<file path="config.mk">
export PLATFORM = sky130hd
export DESIGN_NAME = chunked_seq_adder_flat
export DESIGN_NICKNAME = d
export VERILOG_FILES = /design/src/rtl/chunked_seq_adder_if.sv /design/src/rtl/chunked_seq_adder.sv /design/src/flat_wrapper.sv
export SDC_FILE = /design/constraint.sdc
export NUM_CORES = 1
export LEC_CHECK = 0
export ABC_AREA = 1
export CAP_MARGIN = 20
export CORE_ASPECT_RATIO = 1.2
export CORE_MARGIN = 1
export CORE_UTILIZATION = 45
export CTS_CLUSTER_SIZE = 20
export DETAILED_ROUTE_END_ITERATION = 12
export PLACE_DENSITY = 0.75
export SKIP_CTS_REPAIR_TIMING = 1
export SYNTH_ARGS = -nofsm -noshare
export SYNTH_HDL_FRONTEND = slang
export SYNTH_SLANG_ARGS = --single-unit
</file>
<file path="constraint.sdc">
create_clock -name clk -period 2.7 [get_ports clk]
set_input_delay 0.54 -clock clk [delete_from_list [all_inputs] [get_ports clk]]
set_output_delay 0.54 -clock clk [all_outputs]
set_load 0.005 [all_outputs]
</file>
<file path="src/rtl/chunked_seq_adder_if.sv">
// Handshake and operand/result bundle for chunked_seq_adder.
// The master side issues operands and consumes results; the slave side is the adder.
interface chunked_seq_adder_if #(
    parameter int WIDTH = 32
);
    logic             in_valid;
    logic             in_ready;
    logic [WIDTH-1:0] a;
    logic [WIDTH-1:0] b;
    logic             cin;
    logic             out_valid;
    logic             out_ready;
    logic [WIDTH-1:0] sum;
    logic             cout;
    logic             ovf;

    modport master (
        output in_valid, a, b, cin, out_ready,
        input  in_ready, out_valid, sum, cout, ovf
    );

    modport slave (
        input  in_valid, a, b, cin, out_ready,
        output in_ready, out_valid, sum, cout, ovf
    );
endinterface

</file>
<file path="src/rtl/chunked_seq_adder.sv">
// Multi-cycle WIDTH-bit adder: CHUNK bits per clock with the carry chained between
// cycles, valid/ready on both sides, and unsigned carry-out / signed overflow flags.
module chunked_seq_adder #(
    parameter int WIDTH = 32,
    parameter int CHUNK = 8
) (
    input  logic                 clk,
    input  logic                 rst,
    chunked_seq_adder_if.slave   bus,
    output logic                 busy
);
    localparam int NCHUNK = WIDTH / CHUNK;
    localparam int IDXW   = (NCHUNK > 1) ? $clog2(NCHUNK) : 1;
    localparam int OFFW   = (WIDTH > 1) ? $clog2(WIDTH) : 1;

    typedef enum logic [1:0] {
        IDLE,
        RUN,
        DONE
    } state_t;

    state_t            state;
    state_t            state_nx;
    logic [WIDTH-1:0]  a_q;
    logic [WIDTH-1:0]  b_q;
    logic [WIDTH-1:0]  sum_q;
    logic              carry_q;
    logic              cout_q;
    logic              ovf_q;
    logic [IDXW-1:0]   idx_q;
    logic [OFFW-1:0]   off;
    logic              last;
    logic [CHUNK:0]    slice;

    // Bit offset of the current slice and the CHUNK+1-bit slice sum.
    always_comb begin
        off   = OFFW'(int'(idx_q) * CHUNK);
        last  = (idx_q == IDXW'(NCHUNK - 1));
        slice = {1'b0, a_q[off +: CHUNK]} + {1'b0, b_q[off +: CHUNK]}
              + {{CHUNK{1'b0}}, carry_q};
    end

    always_ff @(posedge clk) begin
        if (rst) begin
            state <= IDLE;
        end else begin
            state <= state_nx;
        end
    end

    always_comb begin
        state_nx = state;
        case (state)
            IDLE:    if (bus.in_valid)  state_nx = RUN;
            RUN:     if (last)          state_nx = DONE;
            DONE:    if (bus.out_ready) state_nx = IDLE;
            default:                    state_nx = IDLE;
        endcase
    end

    always_ff @(posedge clk) begin
        if (rst) begin
            a_q     <= '0;
            b_q     <= '0;
            sum_q   <= '0;
            carry_q <= 1'b0;
            cout_q  <= 1'b0;
            ovf_q   <= 1'b0;
            idx_q   <= '0;
        end else begin
            case (state)
                IDLE: begin
                    if (bus.in_valid) begin
                        a_q     <= bus.a;
                        b_q     <= bus.b;
                        carry_q <= bus.cin;
                        idx_q   <= '0;
                    end
                end
                RUN: begin
                    sum_q[off +: CHUNK] <= slice[CHUNK-1:0];
                    carry_q             <= slice[CHUNK];
                    idx_q               <= idx_q + IDXW'(1);
                    // Final slice: slice[CHUNK-1] is the result MSB.
                    if (last) begin
                        cout_q <= slice[CHUNK];
                        ovf_q  <= (a_q[WIDTH-1] == b_q[WIDTH-1])
                               && (slice[CHUNK-1] != a_q[WIDTH-1]);
                    end
                end
                default: ;
            endcase
        end
    end

    assign bus.in_ready  = (state == IDLE);
    assign bus.out_valid = (state == DONE);
    assign busy          = (state != IDLE);
    assign bus.sum       = sum_q;
    assign bus.cout      = cout_q;
    assign bus.ovf       = ovf_q;
endmodule

</file>
<file path="src/flat_wrapper.sv">
// flat-port wrapper written by rule: the top's interface ports become plain ports
module chunked_seq_adder_flat 
#(
    parameter int WIDTH = 32,
    parameter int CHUNK = 8
)
  (clk, rst, busy, bus_in_valid, bus_a, bus_b, bus_cin, bus_out_ready, bus_in_ready, bus_out_valid, bus_sum, bus_cout, bus_ovf);
  chunked_seq_adder_if #(.WIDTH(WIDTH)) bus_i ();
  input  logic clk;
  input  logic rst;
  output logic busy;
  input wire logic [$bits(bus_i.in_valid)-1:0] bus_in_valid;
  input wire logic [$bits(bus_i.a)-1:0] bus_a;
  input wire logic [$bits(bus_i.b)-1:0] bus_b;
  input wire logic [$bits(bus_i.cin)-1:0] bus_cin;
  input wire logic [$bits(bus_i.out_ready)-1:0] bus_out_ready;
  output wire logic [$bits(bus_i.in_ready)-1:0] bus_in_ready;
  output wire logic [$bits(bus_i.out_valid)-1:0] bus_out_valid;
  output wire logic [$bits(bus_i.sum)-1:0] bus_sum;
  output wire logic [$bits(bus_i.cout)-1:0] bus_cout;
  output wire logic [$bits(bus_i.ovf)-1:0] bus_ovf;
  assign bus_i.in_valid = bus_in_valid;
  assign bus_i.a = bus_a;
  assign bus_i.b = bus_b;
  assign bus_i.cin = bus_cin;
  assign bus_i.out_ready = bus_out_ready;
  assign bus_in_ready = bus_i.in_ready;
  assign bus_out_valid = bus_i.out_valid;
  assign bus_sum = bus_i.sum;
  assign bus_cout = bus_i.cout;
  assign bus_ovf = bus_i.ovf;
  chunked_seq_adder #(.WIDTH(WIDTH), .CHUNK(CHUNK)) u_core (.clk(clk), .rst(rst), .bus(bus_i), .busy(busy));
endmodule
</file>
# After elaboration in Yosys (flattened, before gate mapping)
# Index checks and enable logic that the tools add are counted.
[classes] multipliers=0 add_sub_neg=4 muxes=9 shift=4 bitwise=0 n_reduce_logical=8 div_mod_pow=0 magnitude_cmp=0 n_eq_ne=8
[op_table] op="32-bit by 6-bit variable part select with 8-bit output" count=2
[op_table] op="32-bit bitwise mux" count=1
[op_table] op="8-bit by 7-bit variable shift with 32-bit output, first input constant" count=1
[op_table] op="8-bit by 7-bit variable part select with 32-bit output" count=1
[op_table] op="8-bit by 8-bit adder with 9-bit output" count=1
[op_table] op="9-bit by 1-bit adder with 9-bit output" count=1
[op_table] op="2-bit 2-to-1 mux" count=4
[op_table] op="5-bit negator with 7-bit output" count=1
[op_table] op="2-bit one-hot mux with 3 select lines" count=1
[op_table] op="2-bit AND reduction" count=3
[op_table] op="2-bit == test, second input constant" count=2
[op_table] op="2-bit inequality test, second input constant" count=2
[op_table] op="2-bit one-hot mux with 2 select lines" count=1
[op_table] op="2-bit nonzero test" count=2
[op_table] op="3-bit AND reduction" count=1
[op_table] op="2-bit by 1-bit adder with 2-bit output, second input constant" count=1
[op_table] op="2-bit by 1-bit == test with 1-bit output, second input constant" count=1
[op_table] op="2-bit zero test" count=1
[op_table] op="2-bit by 1-bit inequality test with 1-bit output, second input constant" count=1
[op_table] op="1-bit one-hot mux with 2 select lines" count=1
[op_table] op="1-bit == test" count=1
[op_table] op="1-bit logical AND" count=1
[op_table] op="1-bit 2-to-1 mux" count=1
[op_table] op="1-bit inequality test" count=1
[totals] mem_bits_ro=0 latchBits=0 ff_bits=103 wordCells=41 ramBits=0 output_inout_bits=37 memories=0 in_bits=69

# Depth between registers and ports, before layout
[logic_depth] ltp_word=5 depth_mapped=15 depth_no_buf=14

# Worst setup path after synthesis
# No wires, ideal clock.
[synth_path] kind="reg2reg" from="register u_core.idx_q[0]" to="register u_core.sum_q[14], in the netlist u_core.bus.sum[14]" synth_period_minus_slack_ps=2553 setup_time_ps=70 t_required_ps=2630 slack_ps=147 stages_incl_launch_ff=16 path_buffers=1 arrival_ps=2482 cell_sequence="dfxtp_1 inv_1 clkbuf_1 o21ai_0 o22ai_1 fa_1 fa_1 nand2_1 nand2_1 nand3_1 nand2_1 nand2_1 nand3_1 nor2_1 nand2_1 a21oi_1"
[synth_via] elab_chain_len=5 word_cells_on_any_way=8 classes_between="add/sub (3); shift (4); mux (1)"
[synth_lines] item="start: declaration" line="chunked_seq_adder.sv:30" source="logic [IDXW-1:0] idx_q;"
[synth_lines] item="start signal: assignment" line="chunked_seq_adder.sv:83" source="idx_q <= idx_q + IDXW'(1);"
[synth_lines] item="32-bit by 6-bit variable part select with 8-bit output" line="chunked_seq_adder.sv:39" source="slice = {1'b0, a_q[off +: CHUNK]} + {1'b0, b_q[off +: CHUNK]}"
[synth_lines] item="8-bit by 8-bit adder with 9-bit output" line="chunked_seq_adder.sv:39"
[synth_lines] item="9-bit by 1-bit adder with 9-bit output" line="chunked_seq_adder.sv:40" source="+ {{CHUNK{1'b0}}, carry_q};"
[synth_lines] item="8-bit by 7-bit variable part select with 32-bit output" line="chunked_seq_adder.sv:81" source="sum_q[off +: CHUNK] <= slice[CHUNK-1:0];"
[synth_lines] item="32-bit bitwise mux *" line="chunked_seq_adder.sv:81"
[synth_lines] item="end signal: indexed assignment" line="chunked_seq_adder.sv:81"
[synth_lines] item="end: declaration" line="chunked_seq_adder.sv:26" source="logic [WIDTH-1:0] sum_q;"
# Mark *: on every way between the ends. The rest lies on a longest branch, timed or not.
# A chain may end at the register's enable or synchronous reset.

# Final worst setup path
[layout_path] from="register u_core.idx_q[0]" to="register u_core.sum_q[11], in the netlist u_core.bus.sum[11]"
# Same word-level chain as after synthesis.

==> results.md <==
- Vias per cell: 5.153
- Post-layout instance area: 5992 um2
- Largest area contributor in the synthesized netlist: dfxtp_1
- Transition time of the tightest slew-check pin: 0.6305 ns
- Setup WS post-layout: 0.1898 ns
- Status: finished, final reports clean
- Maximum ir drop on the vdd rail: 0.3079 mV
- Flop pwr share: 45.7%
- Finish-stage setup viols: 0
- Number of distinct library cells after synthesis: 31
- Seq/Total Area, Yosys: 45.23%
- Max Clk Rate: 398.4 MHz
- Critical path's largest stage delay: 0.39 ns
- Number of pins with negative max-slew slack in the final report: 0
- Net count after synthesis: 714
- Number of clock buffers inserted by TritonCTS: 9
- Final-report hold violation count: 0
- Biggest area contributors in the synthesized netlist: dfxtp_1 (45%), nor2_1 (15%), o21ai_0 (9.4%)
- Number of stages on the worst hold path: 2
- Number of violations of the max-capacitance limit: 0
- WL/cell: 14.04 um
- Clock power share: 32.0%
- Final routed DRC violation total: 0
- Net switching share of the total power: 29.68%
- Clock tree from TritonCTS: yes
- Class of the tightest hold or removal check: reg -> reg
- H-Tree Level Count: 3
- IO Port Bufs: 105
- Total cell area at the placement stage: 5702 um2
- Crit-path slowest cell: dfxtp_2
- Area grow syn2layout: 31.42%
- Final Wtd Congestion: 0.8614
- Number of clock sinks seen by CTS: 103
- Number of optimization iterations in the first detailed-route pass: 5
- P_sw: 1.095 mW
- Largest net degree at the start of global routing: 67
- Startpoint type of the worst setup path: flip-flop
- R2r worst-path depth: 11
- Vert. Die Dim: 112.3 um
- Source-to-sink clock delay at the later pin of the worst-skew pair: 0.34 ns
- Wire length of the first global-routing pass: 19,620 um
- Leading cell type in the layout, fill and taps excluded: nor2_1
- I/O pin total: 106
- Via Count: 4,380
- Area inside the core boundary: 9662 um2
- Leading cell types in the layout, fill and taps excluded: nor2_1 (179), clkdlybuf4s50_1 (105), dfxtp_1 (102)
- Proportion of layout cells with a drive suffix above 1: 5.777%
- Synthesized flop and latch total: 103
- Largest driver fanout on the critical path: 17
- All-Layer GR Usage: 23.88%
- Die width: 93.89 um
- Worst-case setup slack after placement: 0.06808 ns
- Power density of the placed cells: 615.6 nW/um2
- Power Internal: 2.594 mW
- Combined area of all synthesized cells: 4559 um2
- DP HPWL: 9061 um
- Tmin final: 2.510 ns
- Post-Route Setup TNS: 0 ns
- Largest delay contributor family on the critical path: compound AO/OA/AOI/OAI gates
- Effective utilization at floorplan: 47.19%
- Antenna Nets Post-Route: 0
- Top cell type's share of synthesized area: 45.23%
- FP Rows: 39
- Critical path class: reg -> reg
- Clock Root Buffer: clkbuf_16
- Comb pwr share: 22.3%
- Count of synthesis-stage warnings from yosys: 0
- Number of buffers on the longest clock path: 2
- Antenna violations before repair: 0
- Max Clock Skew: 0.003698 ns
- Total congestion overflow: 0
- Average instance area after synthesis: 7.237 um2
- Relative slew margins: 57.96%
- Post-route clock period utilization: 92.97%
- Critical Path, Cell by Cell: buf_4, o21ai_0, o22ai_1, ha_1, nand3_1, nand3_1, xor2_1, nand2_1, nor2_1, nand2_1, a21oi_1
- 1st-iter DRT viols: 177
- FILL cells: 893
- Detailed-route wire length: 11,940 um
- Leakage: 2.367 nW
- Setup repair after global routing missed its margin: no
- Clock edge transition at the registers on the reported setup and hold paths: 0.07 ns
- Count of buffering cells on the critical path with inverters included: 1
- Endpoint kind of the worst setup timing path: flip-flop
- Final-stage net count: 806
- Total power consumption of the routed design: 3.689 mW
- Critical Path Stages: 11
- Area enclosed by the die boundary: 10,540 um2
- Required time of the critical path: 2.97 ns
- Synthesized instance count: 630
- Vias in the first global route: 4,251
- Final antenna diode count: 0
- Crit path DAT: 2.78 ns
-- power by group through the flow --
stage,logic (mW),clock network [mW],registers (mW)
after floorplan,0.512,0,1.69
after global placement,0.788,0,1.72
after detailed placement,0.805,0,1.72
after CTS,0.806,1.20,1.68
after global routing,0.934,1.27,1.69
final,0.822,1.18,1.68
-- cell type report --
cell class / instances / area [um2] / share of cell area [%]
clock buffers: 12 / 236.5 / 3.947
clock inverters: 4 / 31.28 / 0.5220
inverters: 27 / 101.3 / 1.691
multi-input cells: 463 / 2257 / 37.67
flip-flops and latches: 103 / 2063 / 34.43
well taps: 123 / 153.9 / 2.568
repair buffers: 118 / 1149 / 19.17
-- cell usage after synthesis, drive strengths merged --
library cell    n
a211oi          1
a21oi          35
a22o            1
a22oi           4
buf            17
clkbuf         20
dfxtp         103
fa              2
ha             13
inv            27
nand2          80
nand3          16
nand3b          1
nand4           7
nor2          184
nor4            1
o21a            1
o21ai          97
o21bai          1
o22ai          16
xnor2           1
xor2            2
-- tightest hold or removal path, cell delays in order (launching register included) --
cell	delay, ns
dfxtp_1	0.31
nand2_1	0.06
a21oi_1	0.05
-- flip-flops by register name, indices dropped and copies added (netlist names) --
signal and count:
u_core.a_q 32, u_core.state 2, u_core.carry_q 1, u_core.bus.cout 1, u_core.b_q 32, u_core.bus.ovf 1
u_core.bus.sum 32, u_core.idx_q 2
-- stage by stage --
stage,utilization (%),hold WS (ns),std cells
2_1_floorplan,-,0.4495,630
3_3_place_gp,59.01,0.4521,834
3_5_place_dp,59.01,0.4552,834
4_1_cts,61.78,0.4652,850
5_1_grt,62.02,0.4832,850
6_report,62.02,0.4637,850
-- worst paths after layout --
| kind | to | slack, ns | from |
|---|---|---|---|
| worst min-delay path | u_core.bus.sum[17]$_SDFFE_PP0P_ | 0.46 | u_core.bus.sum[17]$_SDFFE_PP0P_ |
| worst max register to register | u_core.bus.sum[11]$_SDFFE_PP0P_ | 0.19 | u_core.idx_q[0]$_SDFFE_PP0P_ |
| worst max-delay path | u_core.bus.sum[11]$_SDFFE_PP0P_ | 0.19 | u_core.idx_q[0]$_SDFFE_PP0P_ |
| worst min register to register | u_core.bus.sum[17]$_SDFFE_PP0P_ | 0.46 | u_core.bus.sum[17]$_SDFFE_PP0P_ |
-- logic make-up (layout without fill, tap and decap cells) --
kind of cell | Yosys count | count (layout) | share of synthesized area, %
flip-flops | 103 | 103 | 45.23
AND/OR/NAND/NOR | 289 | 289 | 25.99
XOR/XNOR | 3 | 3 | 0.5764
AO/OA/AOI/OAI | 156 | 156 | 18.03
buffers and inverters | 64 | 161 | 5.736
adder cells (fa/ha/maj) | 15 | 15 | 4.446
-- routing by layer --
layer / GRT usage [%] / wire [um] / part of all wire [%]
met1: 27.74 / 4901 / 41
met3: 3.997 / 490 / 4.1
met5: 0 / 0 / 0
met2: 42.63 / 6228 / 52
met4: 10.15 / 314 / 2.6
Power figures use the tool's default switching activity.
